===== src/rtl/processor_pkg.sv =====
// Shared definitions for the processor slice: word widths, the default
// instruction-store depth and the program loader state encoding.
package processor_pkg;

  localparam int DATA_WIDTH    = 16;
  localparam int BYTE_WIDTH    = 8;
  localparam int DEFAULT_DEPTH = 256;

  typedef enum logic [3:0] {
    IDLE,
    LEN_HI,
    LEN_LO,
    OPC_HI,
    OPC_LO,
    OPR_HI,
    OPR_LO,
    WRITE,
    CHK,
    DONE,
    ERROR
  } loader_state_t;

  // States in which the loader is waiting for a byte of the frame
  function automatic logic accepts_bytes(input loader_state_t s);
    return s inside {LEN_HI, LEN_LO, OPC_HI, OPC_LO, OPR_HI, OPR_LO, CHK};
  endfunction

endpackage


===== src/rtl/loader_xor_acc.sv =====
// Running 8-bit XOR of the program image bytes, used to validate the
// trailing checksum byte of a frame.
module loader_xor_acc (
  input  logic       clk,
  input  logic       reset,
  input  logic       clear,
  input  logic       enable,
  input  logic [7:0] byte_in,
  output logic [7:0] acc
);

  // Fold each enabled byte into the accumulator; clear restarts a frame
  always_ff @(posedge clk or posedge reset) begin
    if (reset)
      acc <= 8'h00;
    else if (clear)
      acc <= 8'h00;
    else if (enable)
      acc <= acc ^ byte_in;
  end

endmodule


===== src/rtl/program_loader.sv =====
// Program loader: receives a framed program image over an 8-bit valid/ready
// byte stream, assembles each 4-byte record into an opcode/operand pair,
// writes it to the instruction store and keeps the processor in reset until
// the whole image has been loaded.
// Optional trailing checksum byte: define PROGRAM_LOADER_CHECKSUM_EN.
module program_loader #(
  parameter int DEPTH      = processor_pkg::DEFAULT_DEPTH,
  parameter int DATA_WIDTH = processor_pkg::DATA_WIDTH
) (
  input  logic                  clk,
  input  logic                  reset,
  input  logic                  start,
  input  logic                  in_valid,
  input  logic [7:0]            in_data,
  output logic                  in_ready,
  output logic                  mem_we,
  output logic [DATA_WIDTH-1:0] mem_addr,
  output logic [DATA_WIDTH-1:0] mem_opcode,
  output logic [DATA_WIDTH-1:0] mem_operand,
  output logic                  cpu_hold,
  output logic                  done,
  output logic                  error
);

  import processor_pkg::*;

  localparam logic [DATA_WIDTH:0] DEPTH_LIMIT = (DATA_WIDTH+1)'(DEPTH);

`ifdef PROGRAM_LOADER_CHECKSUM_EN
  localparam loader_state_t AFTER_LAST = CHK;
`else
  localparam loader_state_t AFTER_LAST = DONE;
`endif

  loader_state_t state;
  loader_state_t next_state;

  logic [DATA_WIDTH-1:0] len_q;
  logic [DATA_WIDTH-1:0] count_q;
  logic [DATA_WIDTH-1:0] opc_q;
  logic [DATA_WIDTH-1:0] opr_q;
  logic [DATA_WIDTH-1:0] len_word;
  logic [DATA_WIDTH-1:0] count_next;
  logic                  accept;
  logic                  start_ok;
  logic                  len_too_big;

  assign accept      = in_valid && in_ready;
  assign start_ok    = start && (state == IDLE || state == DONE || state == ERROR);
  assign len_word    = {len_q[7:0], in_data};
  assign len_too_big = {1'b0, len_word} > DEPTH_LIMIT;
  assign count_next  = count_q + 1'b1;

`ifdef PROGRAM_LOADER_CHECKSUM_EN
  logic [7:0] chk_acc;
  logic       chk_en;

  assign chk_en = accept && (state != CHK);

  loader_xor_acc u_xor_acc (
    .clk    (clk),
    .reset  (reset),
    .clear  (start_ok),
    .enable (chk_en),
    .byte_in(in_data),
    .acc    (chk_acc)
  );
`endif

  // State register
  always_ff @(posedge clk or posedge reset) begin
    if (reset)
      state <= IDLE;
    else
      state <= next_state;
  end

  // Frame sequencing: walk the header, the records and the optional checksum
  always_comb begin
    next_state = state;
    unique case (state)
      IDLE:   if (start) next_state = LEN_HI;
      LEN_HI: if (accept) next_state = LEN_LO;
      LEN_LO: begin
        if (accept) begin
          if (len_too_big)
            next_state = ERROR;
          else if (len_word == '0)
            next_state = AFTER_LAST;
          else
            next_state = OPC_HI;
        end
      end
      OPC_HI: if (accept) next_state = OPC_LO;
      OPC_LO: if (accept) next_state = OPR_HI;
      OPR_HI: if (accept) next_state = OPR_LO;
      OPR_LO: if (accept) next_state = WRITE;
      WRITE:  next_state = (count_next == len_q) ? AFTER_LAST : OPC_HI;
`ifdef PROGRAM_LOADER_CHECKSUM_EN
      CHK:    if (accept) next_state = (in_data == chk_acc) ? DONE : ERROR;
`endif
      DONE:   next_state = start ? LEN_HI : IDLE;
      ERROR:  if (start) next_state = LEN_HI;
      default: next_state = IDLE;
    endcase
  end

  // Handshake and strobes decoded straight from the current state
  always_comb begin
    in_ready = accepts_bytes(state);
    mem_we   = (state == WRITE);
    done     = (state == DONE);
  end

  // Length, record counter and byte assembly registers
  always_ff @(posedge clk or posedge reset) begin
    if (reset) begin
      len_q   <= '0;
      count_q <= '0;
      opc_q   <= '0;
      opr_q   <= '0;
    end else begin
      if (start_ok) begin
        len_q   <= '0;
        count_q <= '0;
      end
      if (accept && (state == LEN_HI || state == LEN_LO))
        len_q <= len_word;
      if (accept && (state == OPC_HI || state == OPC_LO))
        opc_q <= {opc_q[7:0], in_data};
      if (accept && (state == OPR_HI || state == OPR_LO))
        opr_q <= {opr_q[7:0], in_data};
      if (state == WRITE)
        count_q <= count_next;
    end
  end

  // Write port registers: captured as a record completes and held until the next one
  always_ff @(posedge clk or posedge reset) begin
    if (reset) begin
      mem_addr    <= '0;
      mem_opcode  <= '0;
      mem_operand <= '0;
    end else if (accept && state == OPR_LO) begin
      mem_addr    <= count_q;
      mem_opcode  <= opc_q;
      mem_operand <= {opr_q[7:0], in_data};
    end
  end

  // Processor hold and sticky fault flag
  always_ff @(posedge clk or posedge reset) begin
    if (reset) begin
      cpu_hold <= 1'b1;
      error    <= 1'b0;
    end else begin
      if (start_ok) begin
        cpu_hold <= 1'b1;
        error    <= 1'b0;
      end
      if (next_state == DONE)
        cpu_hold <= 1'b0;
      if (next_state == ERROR)
        error <= 1'b1;
    end
  end

endmodule


===== config.mk =====
export PLATFORM = sky130hd
export DESIGN_NAME = program_loader
export DESIGN_NICKNAME = d
export VERILOG_FILES = /design/src/rtl/processor_pkg.sv /design/src/rtl/loader_xor_acc.sv /design/src/rtl/program_loader.sv
export SDC_FILE = /design/constraint.sdc
export NUM_CORES = 1
export LEC_CHECK = 0
export CAP_MARGIN = 20
export CORE_ASPECT_RATIO = 0.8
export CORE_UTILIZATION = 50
export CTS_BUF_LIST = sky130_fd_sc_hd__clkbuf_8 sky130_fd_sc_hd__clkbuf_16
export DETAILED_ROUTE_END_ITERATION = 8
export GPL_TIMING_DRIVEN = 0
export PLACE_DENSITY = 0.73
export SLEW_MARGIN = 25
export SYNTH_ARGS = -nofsm -noshare
export SYNTH_HDL_FRONTEND = slang
export SYNTH_SLANG_ARGS = --single-unit

===== constraint.sdc =====
create_clock -name clk -period 11.1 [get_ports clk]
set_input_delay 2.22 -clock clk [delete_from_list [all_inputs] [get_ports clk]]
set_output_delay 2.22 -clock clk [all_outputs]
set_load 0.05 [all_outputs]

==> flow_summary_export.csv <==
group,metric,value,unit
outcome,status,"finished clean",
clock_tree,cts_buffer_depth,2,
worst_setup_path,max_stage_delay,850,ps
worst_setup_path,r2r_end,"state[1]",
drt,viasPerCell,5.70,
worst_setup_path,crit_buf_inv,5,
worst_setup_path,crit_start,"state[1]",
place,place_congestion,0.946,
synthesis,yosysWarnings,0,
floorplan,dieArea,0.0109,sq mm
worst_setup_path,cp-end-kind,"output port",
worst_hold_path,hp-start,"mem_operand[7]",
cells_and_area,seqCellArea,0.00275,sq mm
floorplan,initial_core_util,52.8,%
clock_tree,htree_levels,3,
drt,drt_iter0_markers,303,
synthesis,synthTopCellsByArea,"dfrtp_1, mux2_2, o21ai_0",
grt,grt_pass1_wl,19.8,mm
worst_setup_path,r2r_slack,8590,ps
timing,hold_viol_final,0,
worst_setup_path,path_class,"register to output port",
floorplan,die_y,93.4,microns
clock_tree,cts_resized,0,
cells_and_area,layout.cells.non_filler,684,
cells_and_area,layout-drive-gt1-share,21.7,%
timing,worstMarginPinSlew,948,ps
synthesis,synth.distinct_cells,53,
worst_setup_path,crit_family,"buffers and inverters",
floorplan,row_count,32,
worst_setup_path,r2r_start,"count_q[0]",
timing,rsz0062_at_grt,"false",
synthesis,synth_top_cell_area_share,52.3,%
clock_tree,root_buffer,"clkbuf_16",
worst_setup_path,ff2ff_path_depth,8,
worst_hold_path,hold_path_end,"mem_operand[7]",
place,dp_hpwl,8.31,mm
clock_tree,clk_latency,350,ps
clock_tree,cts_hold_buf,0,
floorplan,core_region_area,0.00989,sq mm
grt,grt_pass1_vias,3815,
drt,finalWirelength,11.7,mm
grt,grt_max_degree,71,
synthesis,netlist_instances,467,
place,dp.cells,668,
clock_tree,cts_setup_buffers,0,
cells_and_area,final_cell_mix,"dfrtp_1, mux2_2, clkdlybuf4s50_1",
cells_and_area,multi_input_area,0.00227,sq mm
synthesis,syn_area,0.00522,sq mm
drt,wl_per_cell,17.1,microns
floorplan,io_pins,65,
clock_tree,clock-sinks,110,
timing,tns,0,ps
place,portBuffers,64,
drt,via_count,3898,
floorplan,die_w,116,microns
pwr,leakagePower,2.85,nW
clock_tree,clk_pin_slew,70,ps
drt,dr.pass1.iters,6,
pwr,peakVddDrop,0.140,mV
worst_hold_path,hp-class,"register to register",
worst_hold_path,holdPathStages,1,
grt,grt.overflow.total,0,
worst_setup_path,path_max_fanout,10,
synthesis,synth_edf_count,0,
synthesis,yosys.area.top_type,"dfrtp_1",
pwr,p_per_area,293,mW/mm^2
worst_setup_path,cp.arrival,2770,ps
synthesis,synth_nets,480,
timing,fin_skew,10.3,ps
grt,antenna_found_initial,0,
cells_and_area,final_common_cell,"dfrtp_1",
clock_tree,cts_made_buffers,9,
synthesis,synth-seq-cells,110,
cells_and_area,fin_nets,556,
worst_setup_path,path_cells,"clkbuf_1 -> nand2_1 -> inv_1 -> nand2_1 -> inv_1 -> buf_2 -> clkdlybuf4s50_1",
timing,fin_crit_sh,45.0,%
flow_run,maxCapViolCount,0,
worst_setup_path,cp-start-kind,"register",
grt,grt.total_usage,23.9,%
cells_and_area,diodes,0,
drt,ant_nets,0,
synthesis,avgSynthCellArea,11.2,sq um
timing,slew_headroom,36.3,%
synthesis,synth_flop_cell,"dfrtp_1",
timing,fin_crit,4990,ps
timing,clock.fmax,200,MHz
timing,final_max_slew_viol_count,0,
clock_tree,cts_tree,"done",
drt,drc,0,
worst_setup_path,crit_slowest_cell,"clkdlybuf4s50_1",
cells_and_area,syn_to_final_growth,22.6,%
cells_and_area,fill_cells,795,
timing,final-setup-viol-count,0,
synthesis,yosysSeqAreaShare,52.8,%
worst_setup_path,cp_data_required_time,8880,ps
synthesis,ys_async_sr_fraction,100,%
[report_power, final]
part           total, mW  leakage (nW)  switching, mW  internal [mW]
clock              0.354         0.168          0.143          0.211
combinational      0.865          1.24          0.528          0.336
sequential         0.652          1.44         0.0987          0.554
[cell type report]
cell class / count / share of cell area [%]
flip-flops and latches: 110 / 43.1
plain buffers: 32 / 2.37
clock inverters: 5 / 1.27
well taps: 136 / 2.66
repair buffers: 65 / 10.4
clock buffers: 11 / 3.95
multi-input cells: 313 / 35.5
inverters: 12 / 0.782
[sequential cells by signal (all words and copies together) (netlist names)]
register	flops
count_q	16
len_q	16
mem_addr	16
mem_opcode	16
mem_operand	16
opc_q	16
opr_q	8
state	4
cpu_hold	1
error	1
[worst reg2reg max path, cell delays in order, from the launching register on]
cell,delay (ps)
dfrtp_1,500
ha_1,200
buf_4,160
nand4_4,130
or4_4,560
xnor2_1,230
o2111ai_1,240
nor3_1,240
a22oi_1,90
[worst max-delay path by stage]
| stage | to | slack [ps] | cells after the start |
|---|---|---|---|
| after CTS | mem_we | 6150 | 7 |
| after global routing | mem_we | 6000 | 7 |
| after floorplan | count_q[0] | 5980 | 1 |
| final | mem_we | 6110 | 7 |
| after global placement | mem_addr[3] | 4500 | 2 |
| after detailed placement | mem_we | 6560 | 7 |
[synthesized netlist by cell type, types with 6 or more instances]
cell,number
inv_1,12
nand2_1,56
buf_2,13
a21oi_1,10
o21ai_0,48
nand3_1,10
xnor2_1,11
mux2_2,72
nor2_1,12
and3_1,7
clkbuf_1,15
xor2_1,11
o31ai_1,6
nand4_1,6
dfrtp_1,109
[stage by stage]
stage | worst slack [ps] | hold slack, ps | power [mW] | util [%] | cell area [sq um]
finish | 6110 | 506 | 1.87 | 64.7 | 6400
global route | 6000 | 524 | 1.97 | 64.7 | 6400
CTS | 6150 | 510 | 1.88 | 64.7 | 6400
detailed placement | 6560 | 491 | 1.52 | 61.3 | 6060
global placement | 4500 | 485 | 1.49 | 61.0 | 6030
floorplan | 5980 | 475 | 1.25 | - | 5220
[cells by family after synthesis]
group	Yosys count	share of synthesized area, %
AOI/OAI and AO/OA	92	10.7
xor gates and xnor gates	22	3.69
adders and majority gates	1	0.240
buffers and inverters	44	3.76
DFF	110	52.8
muxes	73	15.7
and+or+nand+nor	125	13.1
[routing by layer]
layer  track usage, %  vias up  wire [microns]
li1                 -     1817               -
met1             36.7     1922            5670
met2             34.5      139            5290
met3             4.28       20             558
met4             6.41        0             148
met5                0        -               0
Note: power is estimated with default switching activity, not from simulation.
